$ cat src/rtl/cfg_readback_rx.sv
// Readback receiver: deserializes SEL-framed SDO bits into words.
// Optional CRC-8 residue check enabled by READBACK_CRC_EN.
module cfg_readback_rx #(
    parameter int FRAME_BITS = 104,
    parameter int WORD_W     = 8,
    parameter int MSB_FIRST  = 1,
    localparam int CW        = $clog2(FRAME_BITS + 1)
) (
    input  logic              CLK,
    input  logic              RST_N,
    input  logic              SEL,
    input  logic              SDO,
    input  logic              BIT_STB,
    output logic [WORD_W-1:0] RX_DATA,
    output logic              RX_VALID,
    input  logic              RX_READY,
    output logic [CW-1:0]     BIT_CNT,
    output logic              FRAME_DONE,
    output logic              ERR_LEN,
    output logic              ERR_OVR
`ifdef READBACK_CRC_EN
    ,
    output logic              CRC_OK
`endif
);

    localparam int IW = $clog2(WORD_W + 1);
    localparam logic [CW-1:0] FB_C = CW'(FRAME_BITS);
    localparam logic [IW-1:0] WW_C = IW'(WORD_W);

    typedef enum logic [1:0] {
        S_IDLE,
        S_SHIFT,
        S_FLUSH,
        S_DONE
    } state_t;

    state_t            r_state;
    state_t            w_state_nxt;
    logic              r_sel_d;
    logic [CW-1:0]     r_bit_cnt;
    logic [IW-1:0]     r_idx;
    logic [WORD_W-1:0] r_shift;
    logic [WORD_W-1:0] r_rx_data;
    logic              r_rx_valid;
    logic              r_err_len;
    logic              r_err_ovr;

    logic              w_start;
    logic              w_take;
    logic              w_extra;
    logic              w_flush;
    logic [WORD_W-1:0] w_shift_nxt;
    logic [IW-1:0]     w_idx_inc;
    logic [IW-1:0]     w_pad_amt;
    logic [WORD_W-1:0] w_pad;
    logic              w_word_full;
    logic              w_complete;
    logic [WORD_W-1:0] w_word;
    logic              w_load;

    // Frame sequencing: start on SEL rise, flush on SEL fall, one-cycle done.
    always_comb begin
        w_state_nxt = r_state;
        w_start     = 1'b0;
        w_take      = 1'b0;
        w_extra     = 1'b0;
        w_flush     = 1'b0;
        unique case (r_state)
            S_IDLE: begin
                if (SEL && !r_sel_d) begin
                    w_state_nxt = S_SHIFT;
                    w_start     = 1'b1;
                end
            end
            S_SHIFT: begin
                if (!SEL) begin
                    w_state_nxt = S_FLUSH;
                end else if (BIT_STB) begin
                    if (r_bit_cnt < FB_C) w_take = 1'b1;
                    else w_extra = 1'b1;
                end
            end
            S_FLUSH: begin
                w_state_nxt = S_DONE;
                w_flush     = 1'b1;
            end
            S_DONE: w_state_nxt = S_IDLE;
            default: w_state_nxt = S_IDLE;
        endcase
    end

    assign w_shift_nxt = (MSB_FIRST != 0) ? {r_shift[WORD_W-2:0], SDO}
                                          : {SDO, r_shift[WORD_W-1:1]};
    assign w_idx_inc   = r_idx + 1'b1;
    assign w_pad_amt   = WW_C - r_idx;
    assign w_pad       = (MSB_FIRST != 0) ? (r_shift << w_pad_amt)
                                          : (r_shift >> w_pad_amt);
    assign w_word_full = w_take && (w_idx_inc == WW_C);
    assign w_complete  = w_word_full || (w_flush && (r_idx != '0));
    assign w_word      = w_flush ? w_pad : w_shift_nxt;
    assign w_load      = w_complete && (!r_rx_valid || RX_READY);

    // State register and SEL edge history (sel_d resets high).
    always_ff @(posedge CLK or negedge RST_N) begin
        if (!RST_N) begin
            r_state <= S_IDLE;
            r_sel_d <= 1'b1;
        end else begin
            r_state <= w_state_nxt;
            r_sel_d <= SEL;
        end
    end

    // Bit capture, word index and sticky error flags for the current frame.
    always_ff @(posedge CLK or negedge RST_N) begin
        if (!RST_N) begin
            r_bit_cnt <= '0;
            r_idx     <= '0;
            r_shift   <= '0;
            r_err_len <= 1'b0;
            r_err_ovr <= 1'b0;
        end else if (w_start) begin
            r_bit_cnt <= '0;
            r_idx     <= '0;
            r_shift   <= '0;
            r_err_len <= 1'b0;
            r_err_ovr <= 1'b0;
        end else begin
            if (w_take) begin
                r_shift   <= w_shift_nxt;
                r_bit_cnt <= r_bit_cnt + 1'b1;
                r_idx     <= w_word_full ? '0 : w_idx_inc;
            end
            if (w_extra || (w_flush && (r_bit_cnt != FB_C))) r_err_len <= 1'b1;
            if (w_complete && !w_load) r_err_ovr <= 1'b1;
        end
    end

    // Holding register: load a finished word if free or draining this cycle.
    always_ff @(posedge CLK or negedge RST_N) begin
        if (!RST_N) begin
            r_rx_data  <= '0;
            r_rx_valid <= 1'b0;
        end else if (w_load) begin
            r_rx_data  <= w_word;
            r_rx_valid <= 1'b1;
        end else if (r_rx_valid && RX_READY) begin
            r_rx_valid <= 1'b0;
        end
    end

`ifdef READBACK_CRC_EN
    logic [7:0] r_crc;
    logic       r_crc_ok;
    logic       w_fb;

    assign w_fb = r_crc[7] ^ SDO;

    // CRC-8 (poly 0x07) over accepted bits; residue zero means intact frame.
    always_ff @(posedge CLK or negedge RST_N) begin
        if (!RST_N) begin
            r_crc    <= '0;
            r_crc_ok <= 1'b0;
        end else if (w_start) begin
            r_crc    <= '0;
            r_crc_ok <= 1'b0;
        end else begin
            if (w_take) r_crc <= {r_crc[6:0], 1'b0} ^ (w_fb ? 8'h07 : 8'h00);
            if (r_state == S_DONE) r_crc_ok <= (r_crc == 8'h00);
        end
    end

    assign CRC_OK = r_crc_ok;
`endif

    assign RX_DATA    = r_rx_data;
    assign RX_VALID   = r_rx_valid;
    assign BIT_CNT    = r_bit_cnt;
    assign FRAME_DONE = (r_state == S_DONE);
    assign ERR_LEN    = r_err_len;
    assign ERR_OVR    = r_err_ovr;

endmodule

$ cat config.mk
export PLATFORM = sky130hd
export DESIGN_NAME = cfg_readback_rx
export DESIGN_NICKNAME = d
export VERILOG_FILES = /design/src/rtl/cfg_readback_rx.sv
export SDC_FILE = /design/constraint.sdc
export NUM_CORES = 1
export LEC_CHECK = 0
export ABC_AREA = 1
export BUFFER_PORTS_ARGS = -buffer_cell sky130_fd_sc_hd__buf_4
export CORE_UTILIZATION = 45
export DETAILED_ROUTE_END_ITERATION = 8
export GPL_TIMING_DRIVEN = 0
export HOLD_SLACK_MARGIN = 0.05
export MAX_ROUTING_LAYER = met4
export SYNTH_ARGS = -nofsm -noshare
export SYNTH_HDL_FRONTEND = slang
export SYNTH_SLANG_ARGS = --single-unit
$ cat constraint.sdc
create_clock -name CLK -period 2.13 [get_ports CLK]
set_input_delay 0.1065 -clock CLK [delete_from_list [all_inputs] [get_ports CLK]]
set_output_delay 0.1065 -clock CLK [all_outputs]
set_load 0.01 [all_outputs]
==> flow_summary_export.csv <==
group,metric,value,unit
logic_synthesis,syn_area_per_cell,7.493,um2
clocking,cts_buffers,5,
critical_path,critical_path_arrival,2.09,ns
logic_synthesis,synth-edff-count,0,
sta,period_share,89.98,%
logic_synthesis,synth_cell_type_count,27,
layout,fin_nets,303,
clocking,cts_tree,"built",
critical_path,end_kind,"register",
grt,grt_util_met3,5.068,%
sta,relSlewSlack,72.35,%
layout,syn_to_final_growth,18.13,%
layout,fin_util,55.84,%
worst_hold_path,hp-start,"RX_READY",
grt,use_met2,32.88,%
critical_path,critPathKind,"reg -> reg",
sta,finalCriticalPeriod,1.917,ns
drt,drc,0,
clocking,clock_sinks,33,
sta,finClkSkew,0.005557,ns
grt,globalRouteOverflowTotal,0,
placement,dp_slack,0.1406,ns
grt,grtUsageMet1,29.62,%
clocking,clkTransAtPathRegs,0.07,ns
sta,worst-slew-pin-transition,0.4147,ns
logic_synthesis,synth-seq-cells,33,
worst_hold_path,min_path_type,"in -> reg",
pwr,ir_worst_vdd,0.6154,mV
clocking,clock_path_buffers,2,
sta,slew_viol_final,0,
floorplan,pin_count,25,
floorplan,initial_utilization,47.27,%
logic_synthesis,synth-async-reset-ratio,100.0,%
drt,drt_first_pass_iters,4,
pwr,power_density,1424,nW/um2
drt,drtIter0Drc,85,
placement,hpwl,3121,um
layout,drive_gt1_share,18.97,%
floorplan,die_y,67.29,um
logic_synthesis,yosysMostFrequentCell,"nand2_1",
sta,hold_ws,0.09422,ns
floorplan,rows,23,
critical_path,cp_max_fo,10,
critical_path,crit_chain,"buf_6 > inv_2 > buf_6 > ha_1 > buf_2 > inv_4 > nand3_1 > nand3_1 > nand2_1 > nand2_1 > nand2_1 > nand3_1 > nand2_1",
placement,port_buffers,24,
sta,timing.fmax,521.7,MHz
job,max-cap-violations,0,
drt,vias,1690,
logic_synthesis,synth.top_cell.area_share,41.75,%
grt,grt_pass1_vias,1593,
clocking,clkLatencyLatePin,0.29,ns
layout,final_cells,340,
grt,antenna_found_initial,0,
drt,routed_wl,4158,um
logic_synthesis,synthCells,256,
grt,grt_first_pass_wirelength,7238,um
logic_synthesis,synth_nets,270,
drt,vias_per_cell,4.971,
placement,post-place-cells,330,
grt,grt-busiest-layer,"met2",
layout,n_antenna_cell,0,
logic_synthesis,yosys-top-cells-area,"dfrtp_1, nand2_1, nand3_1",
floorplan,dieArea,4527,um2
sta,setup_viol,0,
run_status,status,"complete, no violations",
critical_path,startpoint,"r_idx[0]$_DFFE_PN0P_",
placement,gp_congestion,0.9380,
clocking,cts_root_buffer,"clkbuf_8",
sta,rsz0062_at_grt,"false",
logic_synthesis,netlist_area,1918,um2
floorplan,die_w,67.29,um
grt,grt_max_degree,34,
critical_path,required,2.31,ns
critical_path,slowest_stage,"dfrtp_1",
drt,antenna_left,0,
sta,hold_violations,0,
logic_synthesis,synth_ff_type,"dfrtp_1",
pwr,p_leak,1.207,nW
sta,fin_ws,0.2134,ns
critical_path,setup.worst_path.start_class,"register",
grt,grt_usage,22.24,%
clocking,htreeDepth,2,
critical_path,cp_common_cell,"nand2_1",
logic_synthesis,ys_seq_area_share,43.12,%
critical_path,slowest_delay,0.37,ns
logic_synthesis,synth_common_cells,"nand2_1, dfrtp_1, nand3_1",
logic_synthesis,synth_top_area_cell,"dfrtp_1",
floorplan,core_area,4058,um2
critical_path,r2r_start,"r_idx[0]$_DFFE_PN0P_",
logic_synthesis,yosys_warnings,0,
drt,wire_per_inst,12.23,um
sta,tns,0,ns
[metrics by stage]
step	cell area, um2	total power, W
after floorplan	1918	0.002249
after global placement	2161	0.002746
after detailed placement	2161	0.002775
final	2266	0.003228
after CTS	2263	0.003245
after global routing	2266	0.003562
[flip-flops by register name, summed over array words and instances (netlist names)]
signal and flops:
RX_VALID 1, r_idx 4, r_shift 8, BIT_CNT 7, r_sel_d 1, r_state 2
ERR_LEN 1, RX_DATA 8, ERR_OVR 1
[power breakdown]
part           switching (W)  total [W]  internal [W]  leakage, nW
registers           0.000211    0.00107      0.000860        0.435
clock network       0.000228   0.000454      0.000226       0.0450
logic                0.00104    0.00170      0.000659        0.728
total                0.00148    0.00323       0.00174         1.21
[cell type report]
cell class | instances | area, um2
clock buffers | 6 | 72.57
clock inverters | 2 | 10.01
repair buffers | 26 | 200.2
inverters | 33 | 126.4
plain buffers | 4 | 32.53
flip-flops and latches | 33 | 827.0
well taps | 50 | 62.56
multi-input cells | 186 | 934.6
fillers | 409 | 1792
[repair_timing]
item / CTS / global route
hold buffers: 2 / 0
endpoints found under the hold margin: 33 / 0
setup endpoints to repair: 0 / 5
setup buffers: 0 / 0
gates resized for setup: 0 / 2
[path summary, 6_finish.rpt]
| path | to | slack [ns] | depth (start not counted) |
|---|---|---|---|
| max | RX_DATA[6]$_DFFE_PN0P_ | 0.21 | 13 |
| min | ERR_OVR$_DFFE_PN0P_ | 0.09 | 4 |
| max reg2reg | RX_DATA[6]$_DFFE_PN0P_ | 0.21 | 13 |
| min reg2reg | RX_DATA[2]$_DFFE_PN0P_ | 0.48 | 2 |
| max in group asynchronous | r_sel_d$_DFF_PN1_ | 1.51 | 2 |
| min in group asynchronous | BIT_CNT[2]$_DFFE_PN0P_ | 0.30 | 2 |
[critical path: cells and delay by family (launching register included)]
family | cells | cell delay, ns
buffers and inverters | 5 | 0.63
AND/OR/NAND/NOR | 7 | 0.53
flip-flops | 1 | 0.37
adder cells (fa/ha/maj) | 1 | 0.28
[layout by cell type (no fill, tap or decap), types with 2 or more instances in the layout]
cell type / n
a21oi_1: 4
a31oi_1: 4
buf_2: 2
buf_4: 24
buf_6: 2
clkbuf_8: 5
clkinv_1: 2
clkinv_2: 2
dfrtp_1: 32
dlygate4sd3_1: 2
ha_1: 8
inv_1: 21
inv_2: 9
nand2_1: 88
nand2_2: 2
nand3_1: 32
nand4_1: 3
nor2_1: 13
nor3_1: 4
o21ai_0: 10
o22ai_1: 9
[per-layer routing]
layer,vias up,wire length (um)
met5,-,0
met4,0,68
met3,5,214
met2,39,1765
met1,747,2109
li1,899,-
[logic make-up (layout without fill, tap and decap cells)]
kind of cell / count (synthesis) / count (layout) / synth area share [%]
AND/OR/NAND/NOR: 149 / 149 / 34.18
adder cells (fa/ha/maj): 8 / 8 / 5.219
AO/OA/AOI/OAI: 29 / 29 / 9.328
flip-flops: 33 / 33 / 43.12
buffers and inverters: 37 / 71 / 8.154
(Power assumes the default switching activity.)
